### src/rtl/image_frame_capture_pkg.sv
`default_nettype none
// ============================================================================
// Module : image_pkg
// Brief  : Shared types and sizing helpers for the frame-capture block.
// Rev    : 1.0  initial release
// ============================================================================
package image_pkg;

    typedef enum logic [2:0] {
        ST_IDLE    = 3'd0,
        ST_ARMED   = 3'd1,
        ST_CAPTURE = 3'd2,
        ST_FLUSH   = 3'd3,
        ST_DONE    = 3'd4
    } state_t;

    localparam int PIX_W  = 8;
    localparam int TRIP_W = 9 * PIX_W;

    function automatic int words_per_row(input int width);
        return width / 3;
    endfunction

    function automatic int frame_words(input int width, input int height);
        return (width / 3) * height;
    endfunction

endpackage
`default_nettype wire

### src/rtl/image_frame_capture_if.sv
`default_nettype none
// ============================================================================
// Module : image_frame_capture_if
// Brief  : Video-in / memory-out bundle of the frame-capture block.
// Rev    : 1.0  initial release
// ============================================================================
interface image_frame_capture_if #(
    parameter int ADDR_W = 17
);
    import image_pkg::*;

    logic              Vsync;
    logic              Hsync;
    logic [PIX_W-1:0]  R0_in, G0_in, B0_in;
    logic [PIX_W-1:0]  R1_in, G1_in, B1_in;
    logic [PIX_W-1:0]  R2_in, G2_in, B2_in;
    logic              mem_we;
    logic [ADDR_W-1:0] mem_addr;
    logic [TRIP_W-1:0] mem_wdata;
    logic              mem_ready;
    logic              busy;
    logic              frame_done;
    logic              overflow;

    modport master (
        output Vsync, Hsync,
        output R0_in, G0_in, B0_in, R1_in, G1_in, B1_in, R2_in, G2_in, B2_in,
        output mem_ready,
        input  mem_we, mem_addr, mem_wdata, busy, frame_done, overflow
    );

    modport slave (
        input  Vsync, Hsync,
        input  R0_in, G0_in, B0_in, R1_in, G1_in, B1_in, R2_in, G2_in, B2_in,
        input  mem_ready,
        output mem_we, mem_addr, mem_wdata, busy, frame_done, overflow
    );

endinterface
`default_nettype wire

### src/rtl/image_frame_capture_fifo.sv
`default_nettype none
// ============================================================================
// Module : pix_fifo
// Brief  : Synchronous FIFO with sync clear; head word visible combinationally.
// Rev    : 1.0  initial release
// ============================================================================
module pix_fifo #(
    parameter int WIDTH = 89,
    parameter int DEPTH = 8
) (
    input  wire logic             clk,
    input  wire logic             rst_n,
    input  wire logic             i_clear,
    input  wire logic             i_push,
    input  wire logic [WIDTH-1:0] i_wdata,
    input  wire logic             i_pop,
    output logic      [WIDTH-1:0] o_rdata,
    output logic                  o_full,
    output logic                  o_empty,
    output logic                  o_last
);
    localparam int AW = $clog2(DEPTH);

    logic [AW:0]      r_wptr;
    logic [AW:0]      r_rptr;
    logic [WIDTH-1:0] r_mem [DEPTH];
    logic [AW:0]      w_level;

    // Pointers carry one extra wrap bit so full and empty are distinguishable.
    assign w_level = r_wptr - r_rptr;
    assign o_empty = (w_level == '0);
    assign o_full  = (w_level == (AW+1)'(DEPTH));
    assign o_last  = (w_level == (AW+1)'(1));
    assign o_rdata = r_mem[r_rptr[AW-1:0]];

    always_ff @(posedge clk or negedge rst_n) begin
        if (!rst_n) begin
            r_wptr <= '0;
            r_rptr <= '0;
        end else if (i_clear) begin
            r_wptr <= '0;
            r_rptr <= '0;
        end else begin
            if (i_push) r_wptr <= r_wptr + 1'b1;
            if (i_pop)  r_rptr <= r_rptr + 1'b1;
        end
    end

    always_ff @(posedge clk) begin
        if (i_push && !i_clear) r_mem[r_wptr[AW-1:0]] <= i_wdata;
    end

endmodule
`default_nettype wire

### src/rtl/image_frame_capture.sv
`default_nettype none
// ============================================================================
// Module : image_frame_capture
// Brief  : Captures one 3-pixel/clock video frame into word memory, BMP bottom-up.
// Rev    : 1.0  initial release
// ============================================================================
module image_frame_capture
    import image_pkg::*;
#(
    parameter int Im_width   = 768,
    parameter int Im_height  = 512,
    parameter int FIFO_DEPTH = 8,
    parameter int ADDR_W     = 17
) (
    input  wire logic             clk,
    input  wire logic             Reset,
    image_frame_capture_if.slave  bus
);
    localparam int WPR     = words_per_row(Im_width);
    localparam int ENTRY_W = ADDR_W + TRIP_W;

    localparam logic [ADDR_W-1:0] c_WPR           = ADDR_W'(WPR);
    localparam logic [ADDR_W-1:0] c_LAST_ROW_BASE = ADDR_W'((Im_height - 1) * WPR);
    localparam logic [ADDR_W:0]   c_FRAME_WORDS   = (ADDR_W+1)'(frame_words(Im_width, Im_height));

    state_t            r_state;
    logic              r_vsync_d;
    logic              r_overflow;
    logic [ADDR_W-1:0] r_row_base;
    logic [ADDR_W-1:0] r_wcol;
    logic [ADDR_W:0]   r_count;

    logic              w_vsync_rise, w_restart, w_capture;
    logic              w_push, w_pop, w_drop, w_flush_end;
    logic              w_full, w_empty, w_last;
    logic [ADDR_W:0]   w_count_next;
    logic [ADDR_W-1:0] w_addr;
    logic [TRIP_W-1:0] w_trip;
    logic [ENTRY_W-1:0] w_head;

    assign w_vsync_rise = bus.Vsync && !r_vsync_d;
    // A frame start re-arms from any state except DONE, which always returns to IDLE.
    assign w_restart    = w_vsync_rise && (r_state != ST_DONE);
    assign w_capture    = bus.Hsync && !w_restart &&
                          (r_state == ST_ARMED || r_state == ST_CAPTURE);
    assign w_pop        = bus.mem_ready && !w_empty;
    assign w_push       = w_capture && (!w_full || w_pop);
    assign w_drop       = w_capture && w_full && !w_pop;
    assign w_flush_end  = (r_state == ST_FLUSH) && (w_pop ? w_last : w_empty);
    assign w_count_next = r_count + 1'b1;

    // Row base tracks (Im_height-1-row)*WPR so no multiplier is needed.
    assign w_addr = r_row_base + r_wcol;
    assign w_trip = {bus.B2_in, bus.G2_in, bus.R2_in,
                     bus.B1_in, bus.G1_in, bus.R1_in,
                     bus.B0_in, bus.G0_in, bus.R0_in};

    pix_fifo #(
        .WIDTH (ENTRY_W),
        .DEPTH (FIFO_DEPTH)
    ) u_fifo (
        .clk     (clk),
        .rst_n   (Reset),
        .i_clear (w_restart),
        .i_push  (w_push),
        .i_wdata ({w_addr, w_trip}),
        .i_pop   (w_pop),
        .o_rdata (w_head),
        .o_full  (w_full),
        .o_empty (w_empty),
        .o_last  (w_last)
    );

    always_ff @(posedge clk or negedge Reset) begin
        if (!Reset) begin
            r_state    <= ST_IDLE;
            r_vsync_d  <= 1'b0;
            r_overflow <= 1'b0;
            r_row_base <= c_LAST_ROW_BASE;
            r_wcol     <= '0;
            r_count    <= '0;
        end else begin
            r_vsync_d <= bus.Vsync;
            if (w_restart) begin
                r_state    <= ST_ARMED;
                r_overflow <= 1'b0;
                r_row_base <= c_LAST_ROW_BASE;
                r_wcol     <= '0;
                r_count    <= '0;
            end else begin
                // Dropped triplets still advance position so later addresses stay correct.
                if (w_capture) begin
                    r_count <= w_count_next;
                    if (r_wcol == c_WPR - 1'b1) begin
                        r_wcol     <= '0;
                        r_row_base <= r_row_base - c_WPR;
                    end else begin
                        r_wcol <= r_wcol + 1'b1;
                    end
                    if (w_drop) r_overflow <= 1'b1;
                end
                case (r_state)
                    ST_ARMED, ST_CAPTURE: begin
                        if (w_capture)
                            r_state <= (w_count_next == c_FRAME_WORDS) ? ST_FLUSH : ST_CAPTURE;
                    end
                    ST_FLUSH: begin
                        if (w_flush_end) r_state <= ST_DONE;
                    end
                    ST_DONE:  r_state <= ST_IDLE;
                    default:  r_state <= r_state;
                endcase
            end
        end
    end

    assign bus.mem_we     = !w_empty;
    assign bus.mem_addr   = w_empty ? '0 : w_head[ENTRY_W-1 -: ADDR_W];
    assign bus.mem_wdata  = w_empty ? '0 : w_head[TRIP_W-1:0];
    assign bus.busy       = (r_state == ST_ARMED) || (r_state == ST_CAPTURE) ||
                            (r_state == ST_FLUSH);
    assign bus.frame_done = w_flush_end && !w_restart;
    assign bus.overflow   = r_overflow;

endmodule
`default_nettype wire

### src/flat_wrapper.sv
// flat-port wrapper written by rule: the top's interface ports become plain ports
module image_frame_capture_flat import image_pkg::*;
#(
    parameter int Im_width   = 768,
    parameter int Im_height  = 512,
    parameter int FIFO_DEPTH = 8,
    parameter int ADDR_W     = 17
)
  (clk, Reset, bus_Vsync, bus_Hsync, bus_R0_in, bus_G0_in, bus_B0_in, bus_R1_in, bus_G1_in, bus_B1_in, bus_R2_in, bus_G2_in, bus_B2_in, bus_mem_ready, bus_mem_we, bus_mem_addr, bus_mem_wdata, bus_busy, bus_frame_done, bus_overflow);
  image_frame_capture_if #(.ADDR_W(ADDR_W)) bus_i ();
  input  wire logic clk;
  input  wire logic Reset;
  input wire logic [$bits(bus_i.Vsync)-1:0] bus_Vsync;
  input wire logic [$bits(bus_i.Hsync)-1:0] bus_Hsync;
  input wire logic [$bits(bus_i.R0_in)-1:0] bus_R0_in;
  input wire logic [$bits(bus_i.G0_in)-1:0] bus_G0_in;
  input wire logic [$bits(bus_i.B0_in)-1:0] bus_B0_in;
  input wire logic [$bits(bus_i.R1_in)-1:0] bus_R1_in;
  input wire logic [$bits(bus_i.G1_in)-1:0] bus_G1_in;
  input wire logic [$bits(bus_i.B1_in)-1:0] bus_B1_in;
  input wire logic [$bits(bus_i.R2_in)-1:0] bus_R2_in;
  input wire logic [$bits(bus_i.G2_in)-1:0] bus_G2_in;
  input wire logic [$bits(bus_i.B2_in)-1:0] bus_B2_in;
  input wire logic [$bits(bus_i.mem_ready)-1:0] bus_mem_ready;
  output wire logic [$bits(bus_i.mem_we)-1:0] bus_mem_we;
  output wire logic [$bits(bus_i.mem_addr)-1:0] bus_mem_addr;
  output wire logic [$bits(bus_i.mem_wdata)-1:0] bus_mem_wdata;
  output wire logic [$bits(bus_i.busy)-1:0] bus_busy;
  output wire logic [$bits(bus_i.frame_done)-1:0] bus_frame_done;
  output wire logic [$bits(bus_i.overflow)-1:0] bus_overflow;
  assign bus_i.Vsync = bus_Vsync;
  assign bus_i.Hsync = bus_Hsync;
  assign bus_i.R0_in = bus_R0_in;
  assign bus_i.G0_in = bus_G0_in;
  assign bus_i.B0_in = bus_B0_in;
  assign bus_i.R1_in = bus_R1_in;
  assign bus_i.G1_in = bus_G1_in;
  assign bus_i.B1_in = bus_B1_in;
  assign bus_i.R2_in = bus_R2_in;
  assign bus_i.G2_in = bus_G2_in;
  assign bus_i.B2_in = bus_B2_in;
  assign bus_i.mem_ready = bus_mem_ready;
  assign bus_mem_we = bus_i.mem_we;
  assign bus_mem_addr = bus_i.mem_addr;
  assign bus_mem_wdata = bus_i.mem_wdata;
  assign bus_busy = bus_i.busy;
  assign bus_frame_done = bus_i.frame_done;
  assign bus_overflow = bus_i.overflow;
  image_frame_capture #(.Im_width(Im_width), .Im_height(Im_height), .FIFO_DEPTH(FIFO_DEPTH), .ADDR_W(ADDR_W)) u_core (.clk(clk), .Reset(Reset), .bus(bus_i));
endmodule
### config.mk
export PLATFORM = sky130hd
export DESIGN_NAME = image_frame_capture_flat
export DESIGN_NICKNAME = d
export VERILOG_FILES = /design/src/rtl/image_frame_capture_pkg.sv /design/src/rtl/image_frame_capture_if.sv /design/src/rtl/image_frame_capture_fifo.sv /design/src/rtl/image_frame_capture.sv /design/src/flat_wrapper.sv
export SDC_FILE = /design/constraint.sdc
export NUM_CORES = 1
export LEC_CHECK = 0
export CELL_PAD_IN_SITES_DETAIL_PLACEMENT = 1
export CELL_PAD_IN_SITES_GLOBAL_PLACEMENT = 2
export CORE_MARGIN = 8
export CORE_UTILIZATION = 40
export DETAILED_ROUTE_END_ITERATION = 16
export DONT_BUFFER_PORTS = 1
export PLACE_DENSITY = 0.74
export SYNTH_ARGS = -nofsm -noshare
export SYNTH_HDL_FRONTEND = slang
export SYNTH_SLANG_ARGS = --single-unit
export TNS_END_PERCENT = 10
### constraint.sdc
create_clock -name clk -period 34.3 [get_ports clk]
set_input_delay 0 -clock clk [delete_from_list [all_inputs] [get_ports clk]]
set_output_delay 0 -clock clk [all_outputs]
set_load 0.03 [all_outputs]
==> results of run 1 <==
## cell families after synthesis
logic type,count (synthesis)
fa+ha+maj,19
other cells,1
buf+inv,107
xor+xnor,48
simple gates,353
mux,181
compound gates,187
flops,769
## placed cells by master, fill, tap and decap left out, types with 5 or more instances in the layout
| cell | count |
|---|---|
| sky130_fd_sc_hd__a21o_1 | 5 |
| sky130_fd_sc_hd__a21oi_1 | 112 |
| sky130_fd_sc_hd__a31oi_1 | 7 |
| sky130_fd_sc_hd__and3_1 | 10 |
| sky130_fd_sc_hd__and4_1 | 6 |
| sky130_fd_sc_hd__buf_4 | 25 |
| sky130_fd_sc_hd__bufinv_16 | 5 |
| sky130_fd_sc_hd__clkbuf_1 | 13 |
| sky130_fd_sc_hd__clkbuf_16 | 82 |
| sky130_fd_sc_hd__clkbuf_8 | 6 |
| sky130_fd_sc_hd__clkinv_1 | 14 |
| sky130_fd_sc_hd__clkinv_2 | 13 |
| sky130_fd_sc_hd__dfrtp_1 | 45 |
| sky130_fd_sc_hd__dfstp_2 | 9 |
| sky130_fd_sc_hd__dlygate4sd3_1 | 78 |
| sky130_fd_sc_hd__edfxtp_1 | 712 |
| sky130_fd_sc_hd__ha_1 | 18 |
| sky130_fd_sc_hd__inv_1 | 12 |
| sky130_fd_sc_hd__mux4_2 | 178 |
| sky130_fd_sc_hd__nand2_1 | 221 |
| sky130_fd_sc_hd__nand3_1 | 14 |
| sky130_fd_sc_hd__nand4_1 | 11 |
| sky130_fd_sc_hd__nor2_1 | 45 |
| sky130_fd_sc_hd__nor3_1 | 6 |
| sky130_fd_sc_hd__nor4_1 | 7 |
| sky130_fd_sc_hd__o21ai_0 | 29 |
| sky130_fd_sc_hd__o31ai_1 | 5 |
| sky130_fd_sc_hd__or3_1 | 6 |
| sky130_fd_sc_hd__xnor2_1 | 30 |
| sky130_fd_sc_hd__xor2_1 | 17 |
## routing by layer
layer / vias up / share of wire [%] / GRT usage, %
met5: - / 0.016 / 0
met4: 2 / 2.0 / 4.714
met3: 92 / 4.7 / 3.369
met2: 333 / 51 / 28.98
met1: 8326 / 43 / 21.65
li1: 6789 / - / -
## power breakdown
group	internal [W]	switching, W	leakage (nW)	total (W)
Clock	0.000490	0.000361	1.25	0.000851
Combinational	0.000266	0.000687	2.92	0.000953
Sequential	0.00108	0.0000537	7.10	0.00114
Total	0.00184	0.00110	11.3	0.00294
## final timing paths
path | slack [ns] | start | to | depth (start not counted)
min in group asynchronous | 0.56 | Reset | u_core.r_row_base[16] | 3
min | 0.04 | bus_Vsync | u_core.r_vsync_d | 1
max in group asynchronous | 33.44 | Reset | u_core.r_wcol[5] | 4
max | 29.57 | u_core.u_fifo.r_rptr[0] | u_core.u_fifo.r_mem[3][20] | 10
min reg2reg | 0.52 | u_core.r_count[17] | u_core.r_count[17] | 2
max reg2reg | 29.57 | u_core.u_fifo.r_rptr[0] | u_core.u_fifo.r_mem[3][20] | 10
## what timing repair did
| item | CTS | global route |
|---|---|---|
| setup buffers | 0 | 0 |
| hold buffers | 80 | 0 |
| endpoints found under the hold margin | 651 | 0 |
## through the flow
step	utilization (%)	hold slack [ns]	instance area, sq um	setup slack, ns
3_5_place_dp	41.84	-0.2898	31730	29.52
4_1_cts	46.32	0.02144	35120	29.36
5_1_grt	46.32	0.03701	35120	29.08
6_report	46.32	0.03892	35120	29.57
3_3_place_gp	41.84	-0.2901	31730	29.59
2_1_floorplan	-	-0.2956	30620	22.84
## flip-flops by register name, indices dropped and copies added, names as in the netlist
| signal | flops |
|---|---|
| u_core.r_vsync_d | 1 |
| u_core.bus.overflow | 1 |
| u_core.r_wcol | 17 |
| u_core.u_fifo.r_rptr | 4 |
| u_core.u_fifo.r_mem | 712 |
| u_core.u_fifo.r_wptr | 4 |
| u_core.r_row_base | 9 |
| u_core.r_state | 3 |
| u_core.r_count | 18 |
## cell type report
type,count,area [sq um]
Antenna cell,1,2.502
Clock buffer,101,2183
Clock inverter,41,372.9
Fill cell,7094,40700
Inverter,13,51.30
Multi-Input combinational cell,789,7415
Sequential cell,769,22830
Tap cell,978,1224
Timing Repair Buffer,106,1044
==> metrics, run 1 <==
dominant cell type by count on the critical path=sky130_fd_sc_hd__buf_4; vias in the first global route=17060; post-synthesis xor/xnor area fraction=1.434%; unrepaired setup endpoints after global routing=false; nets=1856; wire length of the first global-routing pass=110100 um; Critical Path Slowest Stage Cell=sky130_fd_sc_hd__dfrtp_4; number of nets in the synthesized netlist=1761; overall power of the completed layout=0.002942 W; sequential element share of the synthesized area=74.53%; fmax=0.2114 GHz; final routed wirelength across all metal layers=73090 um; biggest fanout along the worst timing path=66; Buffers & Inverters on Critical Path=3; overall track demand over capacity in global routing=16.83%; post-detailed-route DRC marker count=0; clock latency reported for the late side of the worst-skew pair=0.62 ns; worst-case vdd ir drop=0.05043 mV; # H-tree levels=3; initial drt markers=1004; GR Overflow Total=0; residual antenna-violating net count after detailed routing=0; total of flip-flops plus latches after synthesis=769; Hold/Removal Path Class=primary input to flop; top-count cell post-synth=sky130_fd_sc_hd__edfxtp_1; number of antenna violations at the first check in global routing=2; CTS root buffer=sky130_fd_sc_hd__clkbuf_16; Pre-Repair DR Iteration Count=4; share of synthesized area spent on multiplexers=13.20%; final hold viol count=0; layout cell share with drive strength beyond 1=19.35%; kind of critical path=flop to flop; critical path endpoint category=flop; share of the synthesized area in the top cell type=69.84%; Cell Pwr Density=83.77 mW/mm^2; count of distinct cell types in the synthesized netlist=61; Clock Pin Slew Worst Setup and Hold Paths=0.06 ns; final setup violating endpoints=0; combinational family with the most area after synthesis=multiplexers; Area growth syn-to-layout=14.72%; Slew @ Worst Pin=1.164 ns; initial standard-cell utilization of the core=40.38%; dominant synthesized flop cell=sky130_fd_sc_hd__edfxtp_1; overall via count from detail_route=15540; cell type with the largest total area after synthesis=sky130_fd_sc_hd__edfxtp_1; routability congestion estimate=0.7447; average via count per standard cell=5.555; synthesized netlist cell count=1665; cell area after synthesis=0.03062 sq mm; mean post-synth cell area=18.39 sq um; category of cells accounting for the largest share of critical-path delay=buffers and inverters; final clock period utilization by the worst path=13.79%; leakage=11.27 nW; Fin Clk Skew=0.03338 ns; Routed wire per std cell=26.12 um; final max-slew violation count=0; total core area=0.07582 sq mm; share of flip-flops with an asynchronous set or reset after synthesis=7.412%; cell-by-cell listing of the critical path=ha_1 > inv_1 > fa_1 > xor2_1 > nor2_1 > nand2_1 > o311ai_1 > buf_4 > nor2_4 > buf_4; synthesized-area fraction occupied by adder cells=0.8010%; Ys Warns=0; post_cts resized=0; startpoint class of the critical path=flop; number of sinks driven by the clock tree=769; number of enable flip-flop cells after synthesis=712; clock period minus final worst setup slack=4.729 ns; non-filler cells, final=2798; number of buffers on the longest clock path=3; data required time of the critical path=34.52 ns; outcome=finished, final reports clean; Total Die Area=0.08565 sq mm; PortBufs=0; Placement Rows=101; placed wire-length estimate after detailed placement=41380 um; die boundary width=292.7 um; area fraction in compound gates after synthesis=3.551%; Max Cap Violations=0; post-synthesis simple-gate area fraction=5.047%; height of the chip=292.7 um; arrival time worst endpoint=4.95 ns; pin count of the biggest net entering global routing=138; top-level port count=170; top area cells in the synthesized netlist=sky130_fd_sc_hd__edfxtp_1 70%, sky130_fd_sc_hd__mux4_2 13%, sky130_fd_sc_hd__dfrtp_1 3.9%; sum of negative setup slack=0 ns; total placed cells including tap cells=2575; most numerous cell types in the synthesized netlist=712 x sky130_fd_sc_hd__edfxtp_1, 221 x sky130_fd_sc_hd__nand2_1, 178 x sky130_fd_sc_hd__mux4_2; number of CTS-inserted buffers=81; clock tree from TritonCTS=done; relative slew slack=22.66%; highest cell delay on the worst timing path=1.03 ns
Note: power is estimated with default switching activity, not from simulation.
==> run 2: changes to the inputs <==
==> constraint.sdc (replaced) <==
create_clock -name clk -period 4.82 [get_ports clk]
set_input_delay 0 -clock clk [delete_from_list [all_inputs] [get_ports clk]]
set_output_delay 0 -clock clk [all_outputs]
set_load 0.03 [all_outputs]
==> run 2 against run 1 <==
  * Clock skew decreased by 0.0080 ns
  * Sequential power increased to 7.0 times the previous value
  * Worst hold slack improved by 0.18 ns
  * Critical endpoint is now bus_mem_addr[9]
  * Largest cell class unchanged
==> metrics, run 2 (same netlist as run 1, synthesis figures left out) <==
height of the chip=292.7 um (unchanged); most common cell after layout, fill and taps aside=sky130_fd_sc_hd__edfxtp_1; relative slew slack=16.60% (-6.1 points); arrival time worst endpoint=4.14 ns (-0.81 ns); Area growth syn-to-layout=15.77%; overall track demand over capacity in global routing=16.64% (-0.19 points); final setup violating endpoints=0 (unchanged); flop2flop setup slack=1.13 ns (-28.44 ns); outcome=finished, final reports clean; post_cts resized=0 (unchanged); non-filler cells, final=2811 (+0.46%); Slew @ Worst Pin=1.246 ns (+0.08275 ns); routability congestion estimate=0.7383 (-0.86%); top-level port count=170 (unchanged); critical path endpoint category=primary output; number of buffers on the longest clock path=3 (unchanged); Filler cells=7002 (-1.3%); layout cell share with drive strength beyond 1=19.99% (+0.64 points); nets=1861 (+0.27%); average via count per standard cell=5.570 (+0.27%); GR Overflow Total=0 (unchanged); die boundary width=292.7 um (unchanged); Pre-Repair DR Iteration Count=5 (+1); number of sinks driven by the clock tree=769 (unchanged); Placement Rows=101 (unchanged); Fin Clk Skew=0.02535 ns (-0.008030 ns); leakage=11.34 nW (+0.61%); total non-filler cell area in the finished layout=0.03545 sq mm (+0.92%); worst-case vdd ir drop=0.3451 mV (+580%); Hold Path Stages=1 (unchanged); residual antenna-violating net count after detailed routing=0 (unchanged); clock latency reported for the late side of the worst-skew pair=0.61 ns (about the same); final routed wirelength across all metal layers=72350 um (-1.0%); final max-slew violation count=0 (unchanged); PortBufs=0 (unchanged); Post CTS Setup Buffer Count=0 (unchanged); Max Cap Violations=0 (unchanged); number of antenna violations at the first check in global routing=2 (unchanged); fmax=0.2414 GHz; vias in the first global route=16930 (-0.77%); sum of negative setup slack=0 ns (unchanged); Clock Pin Slew Worst Setup and Hold Paths=0.06 ns (about the same); startpoint class of the critical path=flop; total placed cells including tap cells=2579 (+0.16%); CTS root buffer=sky130_fd_sc_hd__clkbuf_16; launch point of the worst reg-to-reg path=u_core.u_fifo.r_rptr[2]; Routed wire per std cell=25.74 um (-1.5%); number of flip-flops under the largest register name=712 (unchanged); Critical R2R Capture=u_core.u_fifo.r_mem[7][4]; Total Die Area=0.08565 sq mm (unchanged); # H-tree levels=3 (unchanged); placed wire-length estimate after detailed placement=40690 um (-1.7%); final clock period utilization by the worst path=85.94%; wire length of the first global-routing pass=109100 um (-0.93%); pin count of the biggest net entering global routing=133 (-3.6%); overall via count from detail_route=15660 (+0.73%); initial drt markers=973 (-3.1%); worst-case reg-to-reg path depth=9 (-1); unrepaired setup endpoints after global routing=false; clock tree from TritonCTS=done; startpoint of the most critical hold path=bus_G0_in[0]; biggest fanout along the worst timing path=49 (-26%); commonest non-fill, non-tap cells in the layout=712 x sky130_fd_sc_hd__edfxtp_1, 220 x sky130_fd_sc_hd__nand2_1, 178 x sky130_fd_sc_hd__mux4_2; initial standard-cell utilization of the core=40.38% (unchanged); total core area=0.07582 sq mm (unchanged); clock period minus final worst setup slack=4.142 ns; post-detailed-route DRC marker count=0 (unchanged); overall power of the completed layout=0.02106 W (+620%); Post-DP Area=0.03201 sq mm (+0.91%); Cell Pwr Density=594.0 mW/mm^2 (+610%); worst min-delay path endpoint=u_core.u_fifo.r_mem[5][8]; Post-CTS Hold Buffers=81 (+1.3%); kind of critical path=flop to primary output; final hold viol count=0 (unchanged); number of CTS-inserted buffers=81 (unchanged); Hold/Removal Path Class=primary input to flop; data required time of the critical path=4.82 ns (-29.70 ns)
## run 2: how the worst max path moves through the flow
stage,start,to
CTS,u_core.u_fifo.r_rptr[0],bus_mem_addr[9]
finish,u_core.u_fifo.r_rptr[0],bus_mem_addr[9]
global placement,u_core.u_fifo.r_rptr[2],u_core.u_fifo.r_mem[7][7]
detailed placement,u_core.u_fifo.r_rptr[2],u_core.u_fifo.r_mem[7][7]
floorplan,u_core.u_fifo.r_rptr[1],u_core.u_fifo.r_mem[0][0]
global route,u_core.u_fifo.r_rptr[0],bus_mem_addr[9]
## run 2: power breakdown
| group | switching, W | internal [W] |
|---|---|---|
| registers | 0.000236 | 0.00771 |
| logic | 0.00508 | 0.00198 |
| clock network | 0.00258 | 0.00348 |
| total | 0.00789 | 0.0132 |
## run 2: worst max-delay path, stage by stage, from the launching register on
cell and delay (ns):
sky130_fd_sc_hd__dfrtp_4 0.40, sky130_fd_sc_hd__buf_4 0.68, sky130_fd_sc_hd__buf_4 0.90, sky130_fd_sc_hd__mux4_2 0.37
sky130_fd_sc_hd__nand2_1 0.07, sky130_fd_sc_hd__a21oi_1 0.95
## run 2: per-stage QoR
step                hold slack, ns  setup slack, ns  util (%)
global placement           -0.2899            1.081     42.22
finish                      0.2155           0.6778     46.75
detailed placement         -0.2902            1.059     42.22
global route                0.2156           0.3494     46.74
CTS                         0.1772           0.5395     46.74
floorplan                  -0.2956          -0.2245         -
## run 2: final cells by class
| cell class | count | area [sq um] | share of cell area, % |
|---|---|---|---|
| antenna | 2 | 5.005 | 0.01412 |
| inverter | 13 | 51.30 | 0.1447 |
| tap | 978 | 1224 | 3.452 |
| clock inverter | 51 | 457.9 | 1.292 |
| multi-input combinational | 789 | 7496 | 21.15 |
| clock buffer | 98 | 2122 | 5.987 |
| sequential | 769 | 22830 | 64.41 |
| timing repair buffer | 111 | 1259 | 3.551 |
## run 2: per-layer routing
layer  vias to the layer above  global-route usage, %  part of all wire (%)
met5                         -                      0                 0.018
met1                      8402                  22.69                    44
met4                         2                  4.086                   1.6
met3                        84                  2.794                   4.5
li1                       6813                      -                     -
met2                       355                  27.88                    50
